## src/rtl/pdm_fade_ctrl.sv

```systemverilog
// pdm_fade_ctrl
//   Fades a PDM modulator setpoint toward a requested target, one LSB per
//   step. Each step is spaced by at least step_period clk cycles (0 acts as 1)
//   and is applied only on a modulator period-start strobe. The setpoint
//   therefore never changes in the middle of a modulator period.
//
// Ports
//   clk               system clock
//   rst               synchronous, active-high reset
//   target            requested final setpoint
//   target_valid      target request strobe
//   ready             request accepted this cycle when target_valid is 1
//   step_period       clk cycles between steps, sampled on every reload
//   abort             stop the ramp and hold the current setpoint
//   pdm_start_strobe  modulator period-start strobe
//   mod_setpoint      setpoint driven to the modulator
//   busy              ramp in progress
//   done              one-cycle pulse on ramp completion
//
// Configuration macro
//   PDM_FADE_CTRL_RETARGET_EN  defined: a new target may be accepted while
//                              busy. Undefined: requests are accepted in IDLE only.

module pdm_fade_ctrl #(
   parameter int MOD_WIDTH      = 8,
   parameter int STEP_WIDTH     = 16,
   parameter int RESET_SETPOINT = 0
) (
   input  logic                  clk,
   input  logic                  rst,
   input  logic [MOD_WIDTH-1:0]  target,
   input  logic                  target_valid,
   output logic                  ready,
   input  logic [STEP_WIDTH-1:0] step_period,
   input  logic                  abort,
   input  logic                  pdm_start_strobe,
   output logic [MOD_WIDTH-1:0]  mod_setpoint,
   output logic                  busy,
   output logic                  done
);

   // state | meaning
   // IDLE  | holding setpoint, waiting for a target request
   // COUNT | prescaler counting down to the next step slot
   // APPLY | step slot open, waiting for the modulator period start
   typedef enum logic [1:0] {
      ST_IDLE  = 2'd0,
      ST_COUNT = 2'd1,
      ST_APPLY = 2'd2
   } state_t;

   localparam logic [MOD_WIDTH-1:0] SP_RST = MOD_WIDTH'(RESET_SETPOINT);
   localparam logic [MOD_WIDTH-1:0] SP_MAX = '1;

   state_t                  state_q, state_d;
   logic [STEP_WIDTH-1:0]   presc_q, presc_d;
   logic [MOD_WIDTH-1:0]    tgt_q, tgt_d;
   logic [MOD_WIDTH-1:0]    sp_q, sp_d;
   logic                    done_q, done_d;

   logic                    retarget;
   logic [MOD_WIDTH-1:0]    eff_tgt;
   logic [MOD_WIDTH-1:0]    sp_step;
   logic [STEP_WIDTH-1:0]   reload;

`ifdef PDM_FADE_CTRL_RETARGET_EN
   assign retarget = target_valid && !abort && (state_q != ST_IDLE);
`else
   assign retarget = 1'b0;
`endif

   // A target arriving in the same cycle as a step already steers that step.
   assign eff_tgt = retarget ? target : tgt_q;

   // step_period of 0 behaves as 1, so the shortest reload is 0.
   assign reload = (step_period == '0) ? '0 : step_period - STEP_WIDTH'(1);

   // Saturating one-LSB move toward the effective target.
   always_comb begin
      sp_step = sp_q;
      if ((eff_tgt > sp_q) && (sp_q != SP_MAX)) begin
         sp_step = sp_q + MOD_WIDTH'(1);
      end else if ((eff_tgt < sp_q) && (sp_q != '0)) begin
         sp_step = sp_q - MOD_WIDTH'(1);
      end
   end

   // State register
   always_ff @(posedge clk) begin
      if (rst) begin
         state_q <= ST_IDLE;
      end else begin
         state_q <= state_d;
      end
   end

   // Datapath registers
   always_ff @(posedge clk) begin
      if (rst) begin
         presc_q <= '0;
         tgt_q   <= SP_RST;
         sp_q    <= SP_RST;
         done_q  <= 1'b0;
      end else begin
         presc_q <= presc_d;
         tgt_q   <= tgt_d;
         sp_q    <= sp_d;
         done_q  <= done_d;
      end
   end

   // Next-state and datapath update
   always_comb begin
      state_d = state_q;
      presc_d = presc_q;
      tgt_d   = tgt_q;
      sp_d    = sp_q;
      done_d  = 1'b0;

      if (abort) begin
         state_d = ST_IDLE;
      end else begin
         case (state_q)
            ST_IDLE: begin
               if (target_valid) begin
                  tgt_d = target;
                  if (target == sp_q) begin
                     done_d = 1'b1;
                  end else begin
                     presc_d = reload;
                     state_d = ST_COUNT;
                  end
               end
            end

            ST_COUNT, ST_APPLY: begin
               tgt_d = eff_tgt;
               if (eff_tgt == sp_q) begin
                  // only reachable through a retarget onto the current value
                  state_d = ST_IDLE;
                  done_d  = 1'b1;
               end else if (state_q == ST_COUNT) begin
                  if (presc_q == '0) begin
                     state_d = ST_APPLY;
                  end else begin
                     presc_d = presc_q - STEP_WIDTH'(1);
                  end
               end else if (pdm_start_strobe) begin
                  sp_d = sp_step;
                  if (sp_step == eff_tgt) begin
                     state_d = ST_IDLE;
                     done_d  = 1'b1;
                  end else begin
                     presc_d = reload;
                     state_d = ST_COUNT;
                  end
               end
            end

            default: begin
               state_d = ST_IDLE;
            end
         endcase
      end
   end

   // Outputs
   always_comb begin
      busy = (state_q != ST_IDLE);
`ifdef PDM_FADE_CTRL_RETARGET_EN
      ready = !abort && !rst;
`else
      ready = (state_q == ST_IDLE) && !abort && !rst;
`endif
   end

   assign mod_setpoint = sp_q;
   assign done         = done_q;

endmodule
```

## config.mk

```make
export PLATFORM = sky130hd
export DESIGN_NAME = pdm_fade_ctrl
export DESIGN_NICKNAME = d
export VERILOG_FILES = /design/src/rtl/pdm_fade_ctrl.sv
export SDC_FILE = /design/constraint.sdc
export NUM_CORES = 1
export LEC_CHECK = 0
export BUFFER_PORTS_ARGS = -buffer_cell sky130_fd_sc_hd__buf_4
export CAP_MARGIN = 20
export CELL_PAD_IN_SITES_DETAIL_PLACEMENT = 0
export CELL_PAD_IN_SITES_GLOBAL_PLACEMENT = 1
export CORE_ASPECT_RATIO = 2
export CORE_MARGIN = 3
export CORE_UTILIZATION = 35
export DETAILED_ROUTE_END_ITERATION = 7
export GPL_TIMING_DRIVEN = 0
export PLACE_DENSITY_LB_ADDON = 0.1
export SLEW_MARGIN = 20
export SYNTH_ARGS = -nofsm -noshare
export SYNTH_HDL_FRONTEND = slang
export SYNTH_SLANG_ARGS = --single-unit
```

## constraint.sdc

```tcl
create_clock -name clk -period 3.3 [get_ports clk]
set_input_delay 0.33 -clock clk [delete_from_list [all_inputs] [get_ports clk]]
set_output_delay 0.33 -clock clk [all_outputs]
set_load 0.02 [all_outputs]
```

Word-level counts from Yosys, hierarchy flattened --
Cells that the tools add are included.
Cells by class: $lt $le $gt $ge 2, bitwise logic cells 3, reductions and logical operators 18, eq/ne operators 14, multiplexer cells 26, $add $sub $neg 4
Operators with widths (number):
- 16-bit 2-to-1 mux | 8
- 16-bit zero test | 2
- 16-bit one-hot mux with 2 select lines | 1
- 16-bit by 1-bit subtractor with 16-bit output (second input constant) | 2
- 8-bit == test | 3
- 8-bit 2-to-1 mux | 2
- 2-bit 2-to-1 mux | 6
- 3-bit != test (second input constant) | 3
- 8-bit by 1-bit adder with 8-bit output (second input constant) | 1
- 8-bit greater-than comparator | 1
- 8-bit < comparator | 1
- 4-bit != test (second input constant) | 2
- 8-bit != test (second input constant) | 1
- 8-bit AND reduction | 1
- 8-bit nonzero test | 1
- 8-bit by 1-bit subtractor with 8-bit output (second input constant) | 1
- 1-bit 2-to-1 mux | 7
- 2-bit != test (second input constant) | 3
- 5-bit AND reduction | 1
- 1-bit logical AND | 4
- 2-bit one-hot mux with 2 select lines | 1
- 4-bit AND reduction | 1
- 2-bit nonzero test | 2
- 2-bit OR reduction | 2
- 7 further kinds | 10
Word-level totals: register bits 35, input port bits 29, output and inout port bits 11

Longest topological paths before layout --
Gate-level depths: netlist of the first run.
depth after elaboration 10, depth in mapped cells 16, mapped depth without buffers 12

Worst setup path before layout of the first run --
OpenSTA, ideal clock, no wires.
kind register to register, start register sp_q[6] (netlist: mod_setpoint[6]), end register presc_q[10], clock period less this slack 3.703 ns, arrival time 3.575 ns, path buffers 4, setup slack -0.403 ns, cell stages (with the launch flop) 17, cells stage by stage dfxtp_1 -> clkbuf_1 -> inv_1 -> ha_1 -> and4_1 -> clkbuf_1 -> a221oi_2 -> nand4_1 -> a21oi_1 -> a211oi_1 -> a2111oi_1 -> nand4_1 -> o31ai_2 -> buf_6 -> buf_12 -> mux2i_1 -> nor2_1
Between the ends: longest elaborated chain between the ends 7, elaborated cells between the ends (all ways) 17
Ends and longest elaborated chain:
- start: declaration | RTL line 58 | logic [MOD_WIDTH-1:0] sp_q, sp_d;
- start signal: assignment | RTL line 107 | sp_q <= sp_d;
- 8-bit < comparator / 8-bit nonzero test (equally long branches) | RTL line 83 | end else if ((eff_tgt < sp_q) && (sp_q != '0)) begin
- 1-bit logical AND | RTL line 83
- 8-bit 2-to-1 mux | RTL line 83
- 8-bit 2-to-1 mux | RTL line 81 | if ((eff_tgt > sp_q) && (sp_q != SP_MAX)) begin
- 8-bit == test | RTL line 150 | if (sp_step == eff_tgt) begin
- 3-bit != test (no source line)
- 8-bit AND reduction (no source line) *
- end signal: assignment | RTL line 105 | presc_q <= presc_d;
- end: declaration | RTL line 56 | logic [STEP_WIDTH-1:0] presc_q, presc_d;
Mark *: on every way between the ends. The rest lies on a longest branch, timed or not. A chain may end at the register's enable or synchronous reset.

Worst setup path after layout of the first run --
start register sp_q[5] (netlist: mod_setpoint[5]), end register presc_q[3]
The elaborated chain is that of the path after synthesis.

==> impl_results.md, run 1 <==
* Largest net degree at the start of global routing at 13
* Fill cell count at approximately 840
* #FFs+latches synth at 35
* Top FF cell, synth: dfxtp_1
* FFs w/ async S/R, synth at 0%
* Routed length per instance at roughly 19 um
* Hpwl dp at 8.06 mm
* Max-cap viol count at 0
* Cells after DPL at between 500 and 600
* Post-synth EDFFs at 0
* Hold Crit Start: abort
* Overall Global Routing Usage at 22.0%
* Die width at 72.2 um
* Final ANT Viol Nets at 0
* Status: finished, violations left
* Hold slack at 0.266 ns
* Row cnt at between 40 and 50
* DRT Pass-1 Iters at 5
* Vias in the first global route at 3,380
* CTS Hold Bufs at 0
* Antenna cells at 0
* Port-buffer cells at 38
* Clock Tree Buf Depth at 2
* Post-synthesis sequential area ratio at 22.8%
* Area leader, netlist: dfxtp_1
* Total power at ~0.0015 W
* Final hold vios at 0
* Worst Hold Class: in -> reg
* Skew-Pair Late Insertion Delay at 0.29 ns
* H-tree depth at 2
* WP data required at 3.48 ns
* Worst-Margin Slew at 0.744 ns
* Layout area overhead at 37.9%
* Setup ws final at -0.00342 ns
* Remaining Overflow, GRT at 0
* Worst slew margin at 50.4%
* Die H at 138 um
* Syn_nets at 437
* Min cycle time layout at 3.30 ns
* CTS tree: done
* Crit end category: register
* PwrDens at roughly 350 mW/mm2
* Drt first-iter violations at 122
* Avg Vias per Cell at 5.92
* Final setup vio count at 1
* Worst-path clk slew at 0.06 ns
* RSZ-0062 raised after global routing: yes
* Layout cells sized above 1 at 31.6%
* CP Class: reg -> reg
* Vias at 3,355
* Worst VDD drop at about 0.24 mV
* Clock Tree Root: clkbuf_16
* Final setup skew at 0.00469 ns
* Worst setup SP type: register
* DRC Markers at 0
* First-pass GRT wire length at around 17 mm
* Crit Reg-Reg Startpoint: mod_setpoint[5]$_SDFFE_PP0P_
* Routed WL at 11.0 mm
* Multi-input logic area at around 0.0024 mm2
* Worst Setup SP: mod_setpoint[5]$_SDFFE_PP0P_
* Final Net Count at 513
* Netlist cell types at 59
* Clk sink count at 35
* Full die area at about 0.01 mm2
* Area of the mapped netlist at 0.00307 mm2
* Core area at 0.00841 mm2
* Top cells by area, synth: dfxtp_1 (23%), mux2i_1 (7.5%), xnor2_1 (7.4%)
* Fin cells at approximately 570
* Crit path DAT at between 3 and 4 ns
* Max Clk Rate at 303 MHz
* Top Ports at 40
* Final slew viol count at 0
* Placer Congestion at between 0.9 and 1
* Avg Cell Area, Syn at 7.82 um2
* Yosys top cell area share at 22.8%
* Antenna violations before repair at 0
* Post-route clock period utilization at 100%
* Synth warn at 0
* Number of CTS-inserted buffers at 5
* Leakage power at about 1.7 nW
* Violated checks: setup timing
* Register area at 724 um2
* Synth Instances at 392
* Starting Density at 36.5%
* Worst-path fanout max at 4
## what timing repair did
item / in CTS / in global routing
setup buffers: 22 / 11
endpoints found under the setup margin: 19 / 19
pin swaps: 16 / 14
resized for setup: 34 / 42
gates cloned: 2 / 0
## routing by layer
layer / global-route usage (%) / part of all wire, % / wire length (um)
met4: 16.1 / 8.2 / 894
met5: 0 / 0 / 0
met3: 2.76 / 3.1 / 342
met1: 19.5 / 32 / 3550
met2: 42.3 / 56 / 6170
## cells by family after synthesis
group           count (synthesis)  share of synthesized area (%)
xor+xnor                       34                           9.71
buf+inv                        43                           6.41
mux                            23                           7.51
compound gates                103                           23.7
simple gates                  138                           23.3
fa+ha+maj                      16                           6.53
flops                          35                           22.8
## power breakdown
group	internal [W]	leakage [nW]	switching, W
Combinational	0.000220	1.35	0.000271
Clock	0.000322	0.0772	0.000192
Sequential	0.000442	0.291	0.0000283
Total	0.000984	1.72	0.000491
## critical path, stage by stage (launching register included)
cell and delay (ns):
dfxtp_2 0.32, buf_4 0.13, or4_4 0.51, nor4b_4 0.33
nor3_2 0.11, a22oi_2 0.15, mux2i_1 0.11, a2111oi_2 0.37
nand4_1 0.24, o31ai_4 0.30, buf_4 0.16, buf_6 0.12
buf_6 0.10, nor3_2 0.03, a31o_2 0.22
## final cells by class
| class | count | area share [%] |
|---|---|---|
| sequential | 35 | 17.1 |
| timing repair buffer | 73 | 14.1 |
| tap | 98 | 2.90 |
| buffer | 16 | 2.78 |
| multi-input combinational | 314 | 57.1 |
| inverter | 23 | 2.22 |
| clock buffer | 8 | 3.70 |
## state kept, by name, summed over array words and instances, names as in the netlist
register and cells:
done 1, eff_tgt 8, mod_setpoint 8, presc_q 16, state_q 2
## layout by cell type (no fill, tap or decap), drive strengths merged, types with 5 or more instances in the layout
master,count
xnor2,26
xor2,8
a211oi,5
o32ai,5
nor2,38
inv,23
clkbuf,20
or4,6
nor4,8
mux2i,23
or3,8
nand4,5
o21ai,23
ha,16
nand3,13
a21oi,20
o22ai,9
o211ai,5
nand2,25
nor3,19
dfxtp,35
buf,77
## path summary, 6_finish.rpt
check	slack, ns	to	cells past startpoint
worst max-delay path	-0.003	presc_q[3]$_SDFFE_PP0P_	14
worst min-delay path	0.27	state_q[0]$_SDFFE_PP0P_	2
worst max register to register	-0.003	presc_q[3]$_SDFFE_PP0P_	14
worst min register to register	0.49	presc_q[12]$_SDFFE_PP0P_	2
## synthesized netlist by cell type, drive strengths merged (6+ instances only)
cell type  number
a21oi          20
buf             6
clkbuf         14
dfxtp          35
ha             16
inv            23
mux2i          23
nand2          25
nand3          13
nor2           38
nor3           19
nor4            8
o21ai          23
o22ai           9
or3             8
or4             6
xnor2          26
xor2            8
## metrics by stage
stage	setup slack (ns)	instance area [um2]	utilization [%]	setup TNS (ns)
after floorplan	0.00408	3140	-	0
after global placement	-0.528	3550	42.2	-7.22
after global routing	-0.189	4230	50.3	-2.28
final	-0.00342	4230	50.3	-0.00342
after detailed placement	-0.543	3550	42.2	-7.44
after CTS	0.0142	4020	47.9	0
Note: power is estimated with default switching activity, not from simulation.
==> run 2, diff against run 1 <==
--- a/config.mk
+++ b/config.mk
@@ -6,10 +6,10 @@
 export NUM_CORES = 1
 export LEC_CHECK = 0
 export BUFFER_PORTS_ARGS = -buffer_cell sky130_fd_sc_hd__buf_4
-export CAP_MARGIN = 20
+export CAP_MARGIN = 10
 export CELL_PAD_IN_SITES_DETAIL_PLACEMENT = 0
 export CELL_PAD_IN_SITES_GLOBAL_PLACEMENT = 1
-export CORE_ASPECT_RATIO = 2
+export CORE_ASPECT_RATIO = 0.5
 export CORE_MARGIN = 3
 export CORE_UTILIZATION = 35
 export DETAILED_ROUTE_END_ITERATION = 7
==> impl_results.md, run 2 (synthesized netlist as in run 1, its figures left out) <==
* Remaining Overflow, GRT at 0
* Vias at ~3,200
* Layout cells sized above 1 at 29.3%
* DRC Markers at 0
* Worst-path fanout max at 7
* Max-cap viol count at 0
* Worst-Margin Slew at 0.676 ns
* Routed length per instance at 16.5 um
* Final slew viol count at 0
* Worst Hold Class: in -> reg
* Starting Density at 37.1%
* H-tree depth at 2
* Leading cell types in the layout, fill and taps excluded: buf_4 (64), nor2_1 (35), dfxtp_1 (27)
* Clk sink count at 35
* Number of CTS-inserted buffers at 5
* Hold Crit Start: abort
* Reg2Reg Depth at 15
* Final ANT Viol Nets at 0
* Overall Global Routing Usage at 18.6%
* Worst-path clk slew at 0.06 ns
* RSZ-0062 raised after global routing: yes
* Drt first-iter violations at approximately 180
* Core area at 0.00826 mm2
* Total power at 0.00151 W
* WHS Path Cells at 2
* Worst Setup SP: mod_setpoint[5]$_SDFFE_PP0P_
* CP max stage delay at between 0.3 and 0.4 ns
* WP data required at 3.45 ns
* Crit Reg-Reg Startpoint: mod_setpoint[5]$_SDFFE_PP0P_
* CTS tree: done
* Min cycle time layout at between 3 and 4 ns
* Vias in the first global route at 3,040
* CP max-delay cell: dfxtp_2
* Top Ports at 40
* Fill cell count at 798
* Final hold vios at 0
* Antenna violations before repair at 0
* CP Class: reg -> reg
* Placer Congestion at 0.905
* Skew-Pair Late Insertion Delay at 0.30 ns
* Commonest non-fill, non-tap cell in the layout: buf_4
* Final setup skew at approximately 0.0086 ns
* Port-buffer cells at 38
* Violated checks: setup timing
* Post-route clock period utilization at 101%
* PwrDens at 360 mW/mm2
* Status: finished, violations left
* Clock Tree Buf Depth at 2
* Full die area at 0.00999 mm2
* Routed WL at 9.48 mm
* Die H at 72.2 um
* Largest net degree at the start of global routing at 14
* CP Cell Sequence: buf_6 > inv_1 > ha_4 > and4_4 > a221oi_4 > buf_4 > a32oi_1 > mux2i_2 > a2111oi_4 > nand4_1 > o31ai_2 > buf_6 > buf_4 > mux2i_1 > o22ai_1
* Antenna cells at 0
* Setup ws final at -0.0308 ns
* Max reg flops at 16
* Avg Vias per Cell at 5.58
* Final setup vio count at 3
* Leakage power at 1.69 nW
* Fin util at 50.7%
* DRT Pass-1 Iters at 5
* Clock Tree Root: clkbuf_16
* Row cnt at 23
* Worst slew margin at 54.9%
* Final Net Count at about 510
* Top reg by flops: presc_q
* Worst VDD drop at 0.174 mV
* Max Clk Rate at ~300 MHz
* First-pass GRT wire length at between 15 and 20 mm
* Die width at 138 um
* Hpwl dp at roughly 7.0 mm
* Crit end category: register
* Crit path DAT at 3.48 ns
* Layout area overhead at 36.6%
* Setup TNS at -0.0476 ns
* Worst setup SP type: register
-- run 2: cell types whose count changed in the layout (fill, tap and decap cells not counted), moves of 3 or more --
cell,before,now
nor3_2,4,1
buf_6,7,3
inv_1,17,21
nor3_1,14,18
o21ai_0,12,16
o21ai_1,9,4
-- run 2: what timing repair did --
item / in CTS / in global routing
endpoints found under the setup margin: 18 / 19
gates cloned: 1 / 1
pin swaps: 8 / 14
resized for setup: 24 / 29
hold buffers: 0 / 0
setup buffers: 10 / 18
-- run 2: per-stage QoR --
step | instance area, um2 | hold WS, ns | instances | setup slack [ns]
floorplan | 3140 | 0.407 | 392 | 0.00408
global placement | 3570 | 0.467 | 542 | -0.529
detailed placement | 3570 | 0.481 | 542 | -0.532
CTS | 3920 | 0.258 | 558 | 0.000514
global route | 4190 | 0.271 | 576 | -0.155
finish | 4190 | 0.260 | 576 | -0.0308
-- run 2: worst max-delay path: cells and delay by family (launching register included) --
family                   cells  cell delay (ns)
adder cells (fa/ha/maj)      1             0.27
multiplexers                 2             0.32
buffers and inverters        5             0.70
AO/OA/AOI/OAI                5             1.07
flip-flops                   1             0.35
AND/OR/NAND/NOR              2             0.48
-- run 2: area by class of cell --
| cell class | count | area (um2) | share of cell area, % |
|---|---|---|---|
| multi-input combinational | 314 | 2380 | 56.8 |
| tap | 112 | 140 | 3.35 |
| inverter | 23 | 86.3 | 2.06 |
| sequential | 35 | 723 | 17.3 |
| clock inverter | 3 | 47.5 | 1.14 |
| timing repair buffer | 68 | 573 | 13.7 |
| clock buffer | 5 | 125 | 2.99 |
| buffer | 16 | 114 | 2.72 |
-- run 2: power by group --
part	switching (W)	leakage (nW)	internal [W]
combinational	0.000255	1.31	0.000212
clock	0.000213	0.0844	0.000361
sequential	0.0000264	0.291	0.000441
total	0.000495	1.69	0.00101
-- run 2: metal layers --
layer	vias up	wire, um	GRT usage (%)
met5	-	0	0
met4	0	126	4.49
met3	13	391	3.62
met2	72	4520	32.5
met1	1535	4440	24.2
li1	1594	-	-
-- run 2: final timing paths --
path | to | slack, ns
worst min register to register | presc_q[12]$_SDFFE_PP0P_ | 0.48
worst max register to register | presc_q[12]$_SDFFE_PP0P_ | -0.03
worst max-delay path | presc_q[12]$_SDFFE_PP0P_ | -0.03
worst min-delay path | state_q[0]$_SDFFE_PP0P_ | 0.26
==> run 3, diff against run 2 <==
==> constraint.sdc (replaced) <==
create_clock -name clk -period 2.85 [get_ports clk]
set_input_delay 0.285 -clock clk [delete_from_list [all_inputs] [get_ports clk]]
set_output_delay 0.285 -clock clk [all_outputs]
set_load 0.05 [all_outputs]
==> impl_results.md, run 3 (synthesized netlist as in run 1, its figures left out) <==
* Status: finished, violations left
* Violated checks: setup timing
* Sw Share at 33.6%
* Seq pwr share at 31.3%
* Die width at about 140 um
* R2R setup slack at -0.46 ns
* CTS Hold Bufs at 0
* Placer Congestion at 0.895
* Clock Tree Root: clkbuf_16
* Worst setup SP type: register
* Row cnt at 23
* Worst-path fanout max at 6
* Vias in the first global route at 3,233
* Commonest non-fill, non-tap cell in the layout: buf_4
* Skew-Pair Late Insertion Delay at 0.29 ns
* P_int at 0.00115 W
* Setup TNS at -7.08 ns
* Reg2reg end: presc_q[13]$_SDFFE_PP0P_
* Reg2Reg Depth at 15
* CP max stage delay at 0.42 ns
* Largest net degree at the start of global routing at 12
* Max Clk Rate at 302 MHz
* Fin util at 52.5%
* Post-route clock period utilization at 116%
* Worst VDD drop at approximately 0.22 mV
* DRC Markers at 0
* WHS Path Cells at 2
* First-pass GRT wire length at 16.2 mm
* Final Net Count at 517
* RSZ-0062 raised after global routing: yes
* Final setup skew at 0.00668 ns
* Layout cells sized above 1 at 33.1%
* Final hold vios at 0
* Worst slew margin at 55.6%
* Final slew viol count at 0
* Core area at 0.00826 mm2
* CP max-delay cell: a2111oi_4
* Clk sink count at 35
* Crit Reg-Reg Startpoint: mod_setpoint[7]$_SDFFE_PP0P_
* H-tree depth at 2
* Setup ws final at -0.463 ns
* Worst Hold Class: in -> reg
* CP Class: reg -> reg
* Routed length per instance at 17.1 um
* Antenna cells at 0
* Drt first-iter violations at 205
* Final ANT Viol Nets at 0
* PwrDens at 399 mW/mm2
* Hold Crit Start: abort
* Full die area at 0.00999 mm2
* Starting Density at a little under two fifths
* Overall Global Routing Usage at 19.9%
* Antenna violations before repair at 0
* Register area at 728 um2
* Hpwl dp at 6.98 mm
* Leading cell types in the layout, fill and taps excluded: buf_4 (71), nor2_1 (34), dfxtp_1 (27)
* Crit end category: register
* Vias at approximately 3,300
* Multi-input logic area at ~0.0025 mm2
* NetSw at 0.000582 W
* Remaining Overflow, GRT at 0
* DRT Pass-1 Iters at 4
* Port-buffer cells at 38
* Layout area overhead at 41.5%
* Clock Tree Buf Depth at 2
* Crit-path most repeated cell: nand4_1
* CTS tree: done
* Max reg flops at 16
* Avg Vias per Cell at 5.62
* Top reg by flops: presc_q
* WP data required at 3.00 ns
* Clk pwr share at 34.9%
* CP Cell Sequence: clkbuf_16 > clkinv_8 > ha_4 > and4_4 > a221oi_4 > nand4_1 > a21oi_2 > a211oi_2 > a2111oi_4 > nand4_1 > o31ai_2 > buf_6 > buf_4 > mux2i_1 > o21ai_1
* Top Ports at 40
* Routed WL at 9.98 mm
* Worst-Margin Slew at between 0.6 and 0.7 ns
* Worst-path clk slew at 0.06 ns
* Number of CTS-inserted buffers at 5
* Final setup vio count at 18
* Crit path DAT at 3.47 ns
* Hold Path End: state_q[0]$_SDFFE_PP0P_
* Min cycle time layout at 3.31 ns
* Fill cell count at 782
* Leakage power at 1.75 nW
* Combinational power share at approximately a third
* Max-cap viol count at 0
* Die H at 72.2 um
run 3: cell count changes in the layout (fill, tap and decap cells not counted), moves of 3 or more:
| cell | before | now |
|---|---|---|
| buf_4 | 64 | 71 |
| o21ai_1 | 4 | 9 |
| inv_1 | 21 | 17 |
| o21ai_0 | 16 | 12 |
| ha_1 | 11 | 8 |
| nor3_1 | 18 | 15 |
| nor3_2 | 1 | 4 |
run 3: metrics by stage:
stage / total power (W) / setup slack (ns) / area, um2 / std cells / hold WS, ns
after floorplan: 0.000871 / -0.406 / 3220 / 392 / 0.362
final: 0.00173 / -0.463 / 4340 / 584 / 0.214
after CTS: 0.00169 / -0.371 / 4200 / 576 / 0.212
after global placement: 0.000999 / -0.988 / 3650 / 542 / 0.467
after detailed placement: 0.00101 / -1.01 / 3650 / 542 / 0.475
after global routing: 0.00182 / -0.682 / 4340 / 584 / 0.211
run 3: worst max-delay path by stage:
stage                                      start                  endpoint  slack (ns)  cells after the start
floorplan           mod_setpoint[7]$_SDFFE_PP0P_  presc_q[10]$_SDFFE_PP0P_       -0.41                     16
global placement    mod_setpoint[2]$_SDFFE_PP0P_  presc_q[10]$_SDFFE_PP0P_       -0.99                     14
detailed placement  mod_setpoint[1]$_SDFFE_PP0P_  presc_q[10]$_SDFFE_PP0P_       -1.01                     14
CTS                 mod_setpoint[6]$_SDFFE_PP0P_  presc_q[10]$_SDFFE_PP0P_       -0.37                     16
global route        mod_setpoint[7]$_SDFFE_PP0P_   presc_q[5]$_SDFFE_PP0P_       -0.68                     16
finish              mod_setpoint[7]$_SDFFE_PP0P_  presc_q[13]$_SDFFE_PP0P_       -0.46                     15
run 3: layout make-up:
class                   instances  area share (%)
plain buffers                  17            3.55
clock buffers                   6            3.46
clock inverters                 1           0.144
inverters                      23            2.45
multi-input cells             314            56.6
flip-flops and latches         35            16.8
well taps                     112            3.23
repair buffers                 76            13.8
run 3: what timing repair did:
item,4_1_cts,5_1_grt
setup buffers,28,10
gates resized for setup,42,18
setup endpoints to repair,19,19
pin swaps,18,14
run 3: worst max-delay path: cells and delay by family (launching register included):
family / cells / cell delay [ns]
AO/OA/AOI/OAI: 6 / 1.37
AND/OR/NAND/NOR: 3 / 0.59
buffers and inverters: 4 / 0.47
flip-flops: 1 / 0.35
adder cells (fa/ha/maj): 1 / 0.21
multiplexers: 1 / 0.19
run 3: power groups by stage:
stage	Combinational [W]	Clock (W)	Sequential (W)
after floorplan	0.000328	0	0.000544
after global placement	0.000452	0	0.000547
after detailed placement	0.000457	0	0.000549
after CTS	0.000546	0.000606	0.000540
after global routing	0.000639	0.000631	0.000546
final	0.000586	0.000604	0.000541
run 3: routing by layer:
metal	up-vias	global-route usage (%)	share of wire [%]
met2	76	35.2	48
met1	1571	25.2	45
li1	1614	-	-
met5	-	0	0
met3	20	3.75	4.7
met4	0	5.70	2.4
